### config.mk
export PLATFORM = sky130hd
export DESIGN_NAME = nway_switch_pipe
export DESIGN_NICKNAME = d
export VERILOG_FILES = /design/src/rtl/nway_switch_pipe.sv
export SDC_FILE = /design/constraint.sdc
export NUM_CORES = 1
export LEC_CHECK = 0
export ABC_AREA = 1
export BUFFER_PORTS_ARGS = -buffer_cell sky130_fd_sc_hd__buf_2
export CAP_MARGIN = 0
export CORE_MARGIN = 2
export CORE_UTILIZATION = 48
export CTS_BUF_LIST = sky130_fd_sc_hd__clkbuf_4 sky130_fd_sc_hd__clkbuf_8 sky130_fd_sc_hd__clkbuf_16
export CTS_CLUSTER_SIZE = 10
export DETAILED_ROUTE_END_ITERATION = 16
export GPL_TIMING_DRIVEN = 0
export PLACE_DENSITY = 0.86
export SYNTH_ARGS = -nofsm -noshare
export SYNTH_HDL_FRONTEND = slang
export SYNTH_SLANG_ARGS = --single-unit
### constraint.sdc
create_clock -name clk -period 3.05 [get_ports clk]
set_input_delay 0.4575 -clock clk [delete_from_list [all_inputs] [get_ports clk]]
set_output_delay 0.4575 -clock clk [all_outputs]
set_load 0.005 [all_outputs]
### src/rtl/nway_switch_pipe.sv
// nway_switch_pipe: registered N-way select with valid/ready handshake and a wrapping transfer counter.
// Define NWAY_SWITCH_SKID_EN to add a one-entry skid buffer so that in_ready comes from a flop.
module nway_switch_pipe #(
  parameter int UUID      = 0,
  parameter     NAME      = "",
  parameter int BIT_WIDTH = 32,
  parameter int SEL_WIDTH = 2
) (
  input  logic                            clk,
  input  logic                            rst,
  input  logic [SEL_WIDTH-1:0]            sel,
  input  logic [(2**SEL_WIDTH)-1:0]       way_mask,
  input  logic [(2**SEL_WIDTH)*BIT_WIDTH-1:0] in_data,
  input  logic                            in_valid,
  output logic                            in_ready,
  output logic [BIT_WIDTH-1:0]            out_data,
  output logic [SEL_WIDTH-1:0]            out_sel,
  output logic                            out_valid,
  input  logic                            out_ready,
  output logic [15:0]                     xfer_count
);
  localparam int WAYS = 2**SEL_WIDTH;
  logic [BIT_WIDTH-1:0] ways [WAYS];
  logic [BIT_WIDTH-1:0] pick;
  logic in_hs, out_hs;
  for (genvar g = 0; g < WAYS; g++) begin : g_way
    assign ways[g] = in_data[g*BIT_WIDTH +: BIT_WIDTH];
  end
  assign pick   = way_mask[sel] ? ways[sel] : '0;
  assign in_hs  = in_valid && in_ready;
  assign out_hs = out_valid && out_ready;
`ifdef NWAY_SWITCH_SKID_EN
  logic                 skid_empty;
  logic [BIT_WIDTH-1:0] skid_data;
  logic [SEL_WIDTH-1:0] skid_sel;
  assign in_ready = skid_empty && !rst;
  // A full skid implies a valid output; it refills the output on the next output handshake.
  always_ff @(posedge clk or posedge rst) begin
    if (rst) begin
      out_valid  <= 1'b0;
      out_data   <= '0;
      out_sel    <= '0;
      skid_empty <= 1'b1;
      skid_data  <= '0;
      skid_sel   <= '0;
    end else if (!skid_empty) begin
      if (out_ready) begin
        out_data   <= skid_data;
        out_sel    <= skid_sel;
        skid_empty <= 1'b1;
      end
    end else if (in_hs) begin
      if (!out_valid || out_ready) begin
        out_valid <= 1'b1;
        out_data  <= pick;
        out_sel   <= sel;
      end else begin
        skid_data  <= pick;
        skid_sel   <= sel;
        skid_empty <= 1'b0;
      end
    end else if (out_ready) begin
      out_valid <= 1'b0;
    end
  end
`else
  assign in_ready = !rst && (!out_valid || out_ready);
  always_ff @(posedge clk or posedge rst) begin
    if (rst) begin
      out_valid <= 1'b0;
      out_data  <= '0;
      out_sel   <= '0;
    end else if (in_hs) begin
      out_valid <= 1'b1;
      out_data  <= pick;
      out_sel   <= sel;
    end else if (out_hs) begin
      out_valid <= 1'b0;
    end
  end
`endif
  always_ff @(posedge clk or posedge rst) begin
    if (rst) xfer_count <= '0;
    else if (out_hs) xfer_count <= xfer_count + 16'd1;
  end
endmodule

**After elaboration in Yosys (flattened, before gate mapping)**

Cells that the tools add are included.

- Muxes and demuxes: 8
- Bitwise gates (word level): 1
- Order comparisons: 2
- Reductions and logical operators: 7
- Add/subtract/negate cells: 1

Operators with widths:

| kind | count |
|---|---|
| 2-to-1 mux 32 bit | 3 |
| binary-select mux 32 bit (select 2 bit) | 1 |
| adder 16 x 1 -> 16 bit, second input constant | 1 |
| >= comparator 3 bit, second input constant | 1 |
| logical AND 1 bit | 3 |
| less-than comparator 2 x 3 -> 1 bit, second input constant | 1 |
| 2-to-1 mux 1 bit | 3 |
| NOT 2 -> 3 bit | 1 |
| binary-select mux 1 bit (select 2 bit) | 1 |
| logical NOT 1 bit | 2 |
| nonzero test 2 bit | 1 |
| logical OR 1 bit | 1 |

- Register bits after elaboration: 51
- Input bits: 138

**Longest topological paths before layout**

- Word-level depth: 5
- Mapped depth: 9
- Depth with buffers taken out: 9

**Worst setup path before layout**

OpenSTA, ideal clock, no wires.

- Kind: register -> register
- From: register xfer_count[0]
- To: register xfer_count[10]
- Stages on the path, launching flop included: 9
- Buffers on the path: 0
- Required time: 2,937 ps
- Setup slack: 1,769 ps
- Data arrival time: 1,168 ps
- Cell sequence: dfrtp_1 -> ha_1 -> inv_1 -> nor2_1 -> nand2_1 -> nor2_1 -> nand3_1 -> nand2_1 -> inv_1

- Longest elaborated chain between the ends: 1

RTL lines:

| element | RTL line | source |
|---|---|---|
| start, declared | 20 | `output logic [15:0] xfer_count` |
| start signal, assigned | 84 | `else if (out_hs) xfer_count <= xfer_count + 16'd1;` |
| adder 16 x 1 -> 16 bit | 84 |  |

Every way passes these cells.
A chain may end at the register's enable or synchronous reset.

**Worst setup path in the final report**

Ends and elaborated chain as after synthesis.

==> results.toml <==
[global_routing]
first_global_vias = 3702
grt.overflow.total = 0
grt_pass1_wl_um = 16500
antenna_found_initial = 0
grt_max_degree = 28
grt.total_usage = 0.274

[placed_design]
dp_hpwl_um = 7980
numPortBuffers = 188
routabilityCongestion = 0.966
dp_cells = 790

[power]
p_leak_nw = 2.64
ir_worst_vdd_mv = 0.211
power_density_nw_per_um2 = 395

[drt]
drt_iter0_markers = 112
drt-total-wl_um = 10200
wl_per_cell_um = 12.9
viasPerCell = 4.89
first_pass_iters = 7
drcViolationCount = 0
vias = 3894
ant_nets = 0

[floorplanning]
die_y_um = 87.6
die_area_um2 = 7680
row_count = 30
io_pins = 190
coreArea_um2 = 6790
start_util = 0.494
die_w_um = 87.6

[clock_tree]
clock_latency_ns = 0.29
cts_resized = 0
cts_max_level = 2
post_cts_buffers = 0
clock_sinks = 51
cts-root-buf = "clkbuf_8"
numCtsBuffers = 5
postCtsHoldBufs = 0
path_clk_slew_ns = 0.08
cts_tree = "built"
max-clock-path-buffers = 2

[worst_setup_path]
worstPathCellList = "ha_1, inv_1, nor2_1, nand2_1, nor2_1, nand3_1, nand2_1, inv_1"
slowest_stage = "dfrtp_1"
r2r_start = "xfer_count[0]"
worstPathRequired_ns = 3.25
slowest_delay_ns = 0.42
path_class = "register to register"
crit_arrival_ns = 1.71
start_kind = "register"
crit_start = "xfer_count[0]"
end_kind = "register"
cp_max_fo = 4

[finish]
fin_cells = 796
multi_input_comb_area_um2 = 1770
area_growth_pct = 34.5
nNetsFinal = 840
register_area_um2 = 1280
antennaDiodeCount = 0
drive_gt1_frac = 0.339
fillers = 625

[run]
drv_cap = 0

[timing]
rsz0062_at_grt = "no"
hold_viol_final = 0
setup_tns_ns = 0
worst_pin_slew_ns = 0.558
period_share = 0.498
setup_viol = 0
final.min_clock_period_ns = 1.52
relSlewSlack = 0.627
clock_skew_ns = 0.00383
max_freq_ghz = 0.658
drv_slew = 0

[logic_synthesis]
synth_area_um2 = 3360
netlist-cell-type-count = 22
ys.warnings.count = 0
syn-num-nets = 644
seq_area_frac_synth = 0.380
synth_seq_cells = 51
synth_cells = 505
syn_avg_cell_area_um2 = 6.64

[hold_path]
min_path_type = "input port to async pin"

[status]
run_status = "finished, final reports clean"
==> power breakdown <==
| group | total [mW] | internal (mW) | switching (mW) |
|---|---|---|---|
| Combinational | 0.558 | 0.264 | 0.294 |
| Clock | 0.366 | 0.162 | 0.204 |
| Sequential | 0.857 | 0.778 | 0.0790 |
==> metal layers <==
layer  GRT usage  part of all wire  vias to the layer above
met3      0.0424             0.048                       25
li1            -                 -                     1978
met2       0.467              0.49                      153
met4       0.113             0.032                        0
met1       0.346              0.43                     1738
met5           0                 0                        -
==> sequential cells by signal (all words and copies together) (netlist names) <==
name	cells
out_data	32
xfer_count	16
out_sel	2
out_valid	1
==> Yosys cell counts, drive strengths merged <==
library cell	count	area [µm²]
nor3	1	5.00
nand2	128	485
xnor2	4	35.0
nor2	148	558
nand4	2	12.5
nand3	40	235
buf	25	208
clkbuf	6	25.0
inv	21	78.8
xor2	7	61.3
o21ai	71	363
ha	1	12.5
dfrtp	51	1280
==> worst max-delay path, delay by kind of cell (launching register included) <==
family | cells | cell delay [ns]
adder cells (fa/ha/maj) | 1 | 0.18
buffers and inverters | 2 | 0.10
flip-flops | 1 | 0.42
AND/OR/NAND/NOR | 5 | 0.73
==> cell usage in the layout, fill, tap and decap left out <==
cell / count
buf_12: 1
buf_2: 198
buf_4: 3
buf_6: 12
clkbuf_1: 4
clkbuf_2: 2
clkbuf_4: 1
clkbuf_8: 5
dfrtp_1: 51
ha_1: 1
inv_1: 18
inv_2: 3
nand2_1: 126
nand2_2: 2
nand3_1: 33
nand3_2: 7
nand4_1: 2
nor2_1: 147
nor2_2: 1
nor3_1: 1
o21ai_0: 42
o21ai_1: 27
o21ai_2: 2
xnor2_1: 4
xor2_1: 7
==> layout make-up <==
class | count | share of cell area
multi-input cells | 402 | 0.392
repair buffers | 189 | 0.213
clock buffers | 6 | 0.0169
flip-flops and latches | 51 | 0.283
well taps | 96 | 0.0266
plain buffers | 31 | 0.0516
inverters | 21 | 0.0175
==> kinds of logic after synthesis <==
| group | after synthesis | share of synthesized area |
|---|---|---|
| simple gates | 319 | 0.386 |
| compound gates | 71 | 0.108 |
| buf+inv | 52 | 0.0928 |
| flops | 51 | 0.380 |
| xor+xnor | 11 | 0.0287 |
| fa+ha+maj | 1 | 0.00373 |
==> metrics by stage <==
step | utilization | worst slack [ns] | hold slack [ns] | cell area (µm²) | total power [mW]
2_1_floorplan | - | 1.36 | 0.473 | 3360 | 1.15
3_3_place_gp | 0.650 | 0.709 | 0.458 | 4420 | 1.40
3_5_place_dp | 0.653 | 1.42 | 0.460 | 4440 | 1.43
4_1_cts | 0.664 | 1.52 | 0.229 | 4510 | 1.80
5_1_grt | 0.664 | 1.36 | 0.259 | 4510 | 1.91
6_report | 0.664 | 1.53 | 0.220 | 4510 | 1.78
==> worst paths after layout <==
check / to / depth (start not counted) / slack [ns]
max in group asynchronous: xfer_count[9] / 3 / 2.30
hold reg to reg: out_data[21] / 2 / 0.48
min in group clk: out_valid / 2 / 0.39
setup / recovery: xfer_count[10] / 8 / 1.53
setup reg to reg: xfer_count[10] / 8 / 1.53
hold / removal: out_sel[0] / 2 / 0.22
Note: power is estimated with default switching activity, not from simulation.
